<file path="src/rtl/cache_writeback_buffer.sv">
// Write-back buffer for L1 victims. Dirty lines selected for replacement are queued
// here and drained to L2. Queued copies are forwarded to read misses.
module cache_writeback_buffer #(
    parameter int idx_size   = 6,
    parameter int tag_size   = 8,
    parameter int data_width = 32,
    parameter int depth      = 4
) (
    input  logic                         clk_i,
    input  logic                         rst_i,
    input  logic                         evict_i,
    input  logic                         we_s1_i,
    input  logic                         we_s2_i,
    input  logic [idx_size-1:0]          idx_i,
    input  logic                         valid_s1_i,
    input  logic                         valid_s2_i,
    input  logic                         dirty_s1_i,
    input  logic                         dirty_s2_i,
    input  logic [tag_size-1:0]          tag_s1_i,
    input  logic [tag_size-1:0]          tag_s2_i,
    input  logic [data_width-1:0]        data_s1_i,
    input  logic [data_width-1:0]        data_s2_i,
    input  logic                         lookup_i,
    input  logic [tag_size+idx_size-1:0] lookup_addr_i,
    output logic                         buf_hit_o,
    output logic [data_width-1:0]        buf_data_o,
    output logic                         l2_req_o,
    output logic [tag_size+idx_size-1:0] l2_addr_o,
    output logic [data_width-1:0]        l2_data_o,
    input  logic                         l2_ack_i,
    output logic                         full_o,
    output logic                         empty_o,
    output logic                         overflow_o
);

    localparam int addr_w = tag_size + idx_size;
    localparam int ptr_w  = $clog2(depth);
    localparam int cnt_w  = $clog2(depth + 1);

    typedef enum logic [1:0] {IDLE, REQ, GAP} state_t;

    state_t                state;
    logic [addr_w-1:0]     addr_mem [depth];
    logic [data_width-1:0] data_mem [depth];
    logic [ptr_w-1:0]      head;
    logic [ptr_w-1:0]      tail;
    logic [cnt_w-1:0]      count;
    logic                  sel_s1;
    logic                  sel_s2;
    logic                  capture;
    logic                  push;
    logic                  pop;
    logic [addr_w-1:0]     cap_addr;
    logic [data_width-1:0] cap_data;

    // Exactly one way must be selected. A clean or invalid victim needs no write-back.
    assign sel_s1   = we_s1_i & ~we_s2_i;
    assign sel_s2   = we_s2_i & ~we_s1_i;
    assign capture  = evict_i & ((sel_s1 & valid_s1_i & dirty_s1_i) |
                                 (sel_s2 & valid_s2_i & dirty_s2_i));
    assign cap_addr = sel_s1 ? {tag_s1_i, idx_i} : {tag_s2_i, idx_i};
    assign cap_data = sel_s1 ? data_s1_i : data_s2_i;

    // A full FIFO still accepts a capture when the head leaves on the same edge.
    assign pop  = (state == REQ) & l2_ack_i;
    assign push = capture & ((count != cnt_w'(depth)) | pop);

    always_ff @(posedge clk_i or posedge rst_i) begin
        if (rst_i) begin
            head       <= '0;
            tail       <= '0;
            count      <= '0;
            overflow_o <= 1'b0;
            for (int i = 0; i < depth; i++) begin
                addr_mem[i] <= '0;
                data_mem[i] <= '0;
            end
        end else begin
            if (push) begin
                addr_mem[tail] <= cap_addr;
                data_mem[tail] <= cap_data;
                tail           <= tail + ptr_w'(1);
            end
            if (pop) begin
                head <= head + ptr_w'(1);
            end
            case ({push, pop})
                2'b10:   count <= count + cnt_w'(1);
                2'b01:   count <= count - cnt_w'(1);
                default: count <= count;
            endcase
            if (capture & ~push) begin
                overflow_o <= 1'b1;
            end
        end
    end

    // Drain sequencer: IDLE looks at the registered count, so every request is
    // followed by a GAP and an IDLE cycle before the next one.
    always_ff @(posedge clk_i or posedge rst_i) begin
        if (rst_i) begin
            state    <= IDLE;
            l2_req_o <= 1'b0;
        end else begin
            case (state)
                IDLE: begin
                    if (count != '0) begin
                        state    <= REQ;
                        l2_req_o <= 1'b1;
                    end
                end
                REQ: begin
                    if (l2_ack_i) begin
                        state    <= GAP;
                        l2_req_o <= 1'b0;
                    end
                end
                default: begin
                    state    <= IDLE;
                    l2_req_o <= 1'b0;
                end
            endcase
        end
    end

    // The head slot is never overwritten while occupied, so these hold steady in REQ.
    assign l2_addr_o = (state == REQ) ? addr_mem[head] : '0;
    assign l2_data_o = (state == REQ) ? data_mem[head] : '0;

    // Walk oldest to newest so the last match, nearest the tail, wins.
    always_comb begin
        buf_hit_o  = 1'b0;
        buf_data_o = '0;
        if (lookup_i) begin
            for (int k = 0; k < depth; k++) begin
                if ((cnt_w'(k) < count) &&
                    (addr_mem[head + ptr_w'(k)] == lookup_addr_i)) begin
                    buf_hit_o  = 1'b1;
                    buf_data_o = data_mem[head + ptr_w'(k)];
                end
            end
        end
    end

    assign full_o  = (count == cnt_w'(depth));
    assign empty_o = (count == '0);

endmodule

</file>
<file path="config.mk">
export PLATFORM = sky130hd
export DESIGN_NAME = cache_writeback_buffer
export DESIGN_NICKNAME = d
export VERILOG_FILES = /design/src/rtl/cache_writeback_buffer.sv
export SDC_FILE = /design/constraint.sdc
export NUM_CORES = 1
export LEC_CHECK = 0
export CORE_MARGIN = 4
export CORE_UTILIZATION = 55
export DETAILED_ROUTE_END_ITERATION = 10
export PLACE_DENSITY = 0.8
export SLEW_MARGIN = 20
export SYNTH_ARGS = -nofsm -noshare
export SYNTH_HDL_FRONTEND = slang
export SYNTH_SLANG_ARGS = --single-unit
</file>
<file path="constraint.sdc">
create_clock -name clk_i -period 9.2 [get_ports clk_i]
set_input_delay 1.84 -clock clk_i [delete_from_list [all_inputs] [get_ports clk_i]]
set_output_delay 1.84 -clock clk_i [all_outputs]
set_load 0.02 [all_outputs]
</file>
==> results.py <==
metrics = {
    "routing": {
        "num_vias": 12900,
        "first_pass_iters": 6,
        "routed_via_density": 6.22,
        "postRouteAntennaNets": 0,
        "drtIter0Drc": 1239,
        "drt_wl_total_mm": 40.4,
        "wire_per_inst_microns": 19.5,
        "route.detailed.drc": 0,
    },
    "synth": {
        "synth-async-reset-ratio_pct": 100,
        "ys_seq_area_share_pct": 33.7,
        "syn_inst": 1647,
        "synthMuxAreaShare_pct": 24.7,
        "synthFlopType": "dfrtp_1",
        "yosys-top-cells-area": "dfrtp_1 34%, mux2i_1 19%, nand2_1 7.0%",
        "synth.most_common_cell": "mux2i_1",
        "synth_top_family_by_area": "multiplexers",
        "ys_seq_elements": 194,
        "synth_nets": 1767,
        "synth_cell_types": 61,
        "yosysTopAreaCell": "dfrtp_1",
        "synth_compound_area_share_pct": 11.1,
        "synth_top_area_share_pct": 33.7,
        "synthAdderAreaFrac_pct": 0.781,
        "netlist_area_sq_um": 14400,
        "synth_xor_area_share_pct": 3.40,
        "synth-edff-count": 0,
        "synthTopCellsByCount": "272 x mux2i_1, 269 x nand2_1, 194 x dfrtp_1",
        "yosysWarnings": 0,
        "synth_simple_gate_area_share_pct": 20.9,
        "syn_avg_cell_area_sq_um": 8.75,
    },
    "die": {
        "num_rows": 58,
        "num_io_pins": 194,
        "dieArea_sq_um": 28900,
        "die_w_microns": 170,
        "core_sq_um": 25500,
        "start_util_pct": 56.6,
        "die_y_microns": 170,
    },
    "worst_setup_path": {
        "path_buf_inv": 3,
        "cpMaxStageDelayCell": "or3b_1",
        "r2r_end": "addr_mem[17]$_DFFE_PP0P_",
        "arrival_ns": 5.88,
        "r2r_slack_ns": 5.75,
        "path_delay_family": "buffers and inverters",
        "startpoint_type": "input port",
        "r2r-start": "state[0]$_DFFE_PP0P_",
        "ff2ff_path_depth": 6,
        "worstSetupEndpointType": "primary output",
        "cp_cell_sequence": "clkdlybuf4s50_1 > nor2_1 > a211oi_1 > o211ai_1 > a2111o_1 > buf_4 > or3b_1 > or3_1 > o2111ai_1 > clkdlybuf4s50_1",
        "cp.required_ns": 7.36,
        "crit_top_cell": "clkdlybuf4s50_1",
        "endpoint": "buf_data_o[17]",
        "critical_path_depth": 10,
        "startpoint": "lookup_addr_i[6]",
        "crit_path_max_incr_delay_ns": 0.85,
        "cp_max_fo": 38,
        "crit_type": "input port to primary output",
    },
    "placement": {
        "dp_hpwl_mm": 26.5,
        "port-buffer-count": 193,
        "gp_congestion": 0.898,
        "numPlacedInstances": 2039,
    },
    "timing": {
        "tightest_slew_ns": 1.14,
        "tns_ns": 0,
        "finalClockSkew_ns": 0.00901,
        "finalSetupViolCount": 0,
        "min_period_over_period_pct": 83.9,
        "fmax_ghz": 0.130,
        "period_needed_ns": 7.72,
        "slew_viol_final": 0,
        "hold_viol_final": 0,
        "rsz0062_at_grt": "false",
        "relSlewSlack_pct": 24.0,
        "fin_hold_ws_ns": 0.482,
    },
    "cts": {
        "htreeDepth": 4,
        "cts.sinks": 194,
        "cts_tree": "yes",
        "post_cts_buffers": 0,
        "cts_buffer_depth": 2,
        "clock_latency_ns": 0.43,
        "cts_resized": 0,
        "cts_buffers": 17,
        "holdBufCountCts": 0,
        "clockRootBuffer": "clkbuf_16",
        "clk_pin_slew_ns": 0.07,
    },
    "min_path": {
        "hp-class": "flop to flop",
    },
    "final_layout": {
        "finish.cell_count_without_fillers": 2071,
        "syn_to_final_growth_pct": 17.1,
        "nets": 1848,
        "num_antenna_cells": 0,
        "drive_gt1_share_pct": 7.18,
    },
    "global_route": {
        "gr-total-overflow": 0,
        "grt_pass1_vias": 12800,
        "grt_pass1_wl_mm": 65.9,
        "grt_use_total_pct": 27.9,
        "grt_max_degree": 126,
        "antenna_found_initial": 0,
    },
    "pwr": {
        "p_seq_share_pct": 30.9,
        "combPwrFrac_pct": 54.8,
        "switching_power_w": 0.00245,
        "leakagePower_nw": 7.78,
        "power_density_nw_per_um2": 316,
        "swShare_pct": 45.8,
        "clock_power_share_pct": 14.3,
        "peakVddDrop_mv": 0.189,
        "power.internal_w": 0.00290,
    },
    "job": {
        "max-cap-violations": 0,
    },
    "status": {
        "status": "finished clean",
    },
}
==> state kept, by name, indices dropped and copies added (netlist names) <==
register / count
addr_mem: 56
count: 3
data_mem: 128
head: 2
overflow_o: 1
state: 2
tail: 2
==> how the worst min path moves through the flow <==
| stage | startpoint | to | slack [ns] | cells past startpoint |
|---|---|---|---|---|
| 3_3_place_gp | overflow_o$_DFFE_PP0P_ | overflow_o$_DFFE_PP0P_ | 0.46 | 1 |
| 6_report | overflow_o$_DFFE_PP0P_ | overflow_o$_DFFE_PP0P_ | 0.48 | 1 |
| 2_1_floorplan | state[1]$_DFFE_PP0P_ | state[0]$_DFFE_PP0P_ | 0.42 | 1 |
| 4_1_cts | overflow_o$_DFFE_PP0P_ | overflow_o$_DFFE_PP0P_ | 0.49 | 1 |
| 5_1_grt | overflow_o$_DFFE_PP0P_ | overflow_o$_DFFE_PP0P_ | 0.51 | 1 |
| 3_5_place_dp | overflow_o$_DFFE_PP0P_ | overflow_o$_DFFE_PP0P_ | 0.46 | 1 |
==> placed cells by master (no fill, tap or decap), types with 7 or more instances in the layout <==
cell type	Yosys	final
mux2_2	33	33
ha_1	9	9
o22ai_1	17	17
a22oi_1	23	23
a21oi_1	15	15
nand4b_1	10	10
or4_1	13	13
nand2_1	269	265
and3_1	40	39
or3_1	38	38
xnor2_1	43	43
nor3b_1	19	17
nand4_1	70	70
nor2_1	111	111
nor4_1	16	16
mux4_2	13	13
xor2_1	13	13
dfrtp_1	194	192
o21ai_0	182	182
mux2i_1	272	272
nor3_1	7	7
clkbuf_16	0	17
clkdlybuf4s50_1	0	193
o21a_1	16	16
and2_1	9	9
inv_1	11	9
buf_4	2	22
==> power groups by stage <==
stage	clock network (W)	registers, W	logic (W)
2_1_floorplan	0	0.00146	0.00222
3_3_place_gp	0	0.00162	0.00280
3_5_place_dp	0	0.00166	0.00288
4_1_cts	0.000776	0.00164	0.00290
5_1_grt	0.000812	0.00172	0.00317
6_report	0.000762	0.00165	0.00293
==> logic make-up (layout without fill, tap and decap cells) <==
kind of cell               count (synthesis)  in the layout
muxes                                    328            328
xor gates and xnor gates                  56             56
adders and majority gates                  9              9
AOI/OAI and AO/OA                        277            277
DFF                                      194            194
and+or+nand+nor                          618            618
buffers and inverters                    165            259
==> metrics by stage <==
step	util, %	setup slack, ns	total power (W)	cell area (sq um)
5_1_grt	66.3	1.36	0.00570	16900
3_5_place_dp	63.9	1.54	0.00454	16300
6_report	66.3	1.48	0.00534	16900
3_3_place_gp	63.8	1.65	0.00442	16300
4_1_cts	66.3	1.53	0.00532	16900
2_1_floorplan	-	2.08	0.00369	14400
==> per-layer routing <==
metal	share of wire, %	global-route usage (%)	wire (microns)	vias to the layer above
met5	0	0	0	-
li1	-	-	-	6056
met4	2.6	10.4	1070	0
met1	43	38.1	17300	6163
met3	7.6	4.30	3050	81
met2	47	45.4	18900	591
==> cell type report <==
| type | instances | area, sq um |
|---|---|---|
| Multi-Input combinational cell | 1288 | 8830 |
| Timing Repair Buffer | 216 | 2120 |
| Clock buffer | 19 | 453 |
| Tap cell | 330 | 413 |
| Inverter | 11 | 51.3 |
| Clock inverter | 13 | 153 |
| Sequential cell | 194 | 4860 |
| Fill cell | 2033 | 8590 |
No activity file was read; power rests on OpenSTA's default activity.
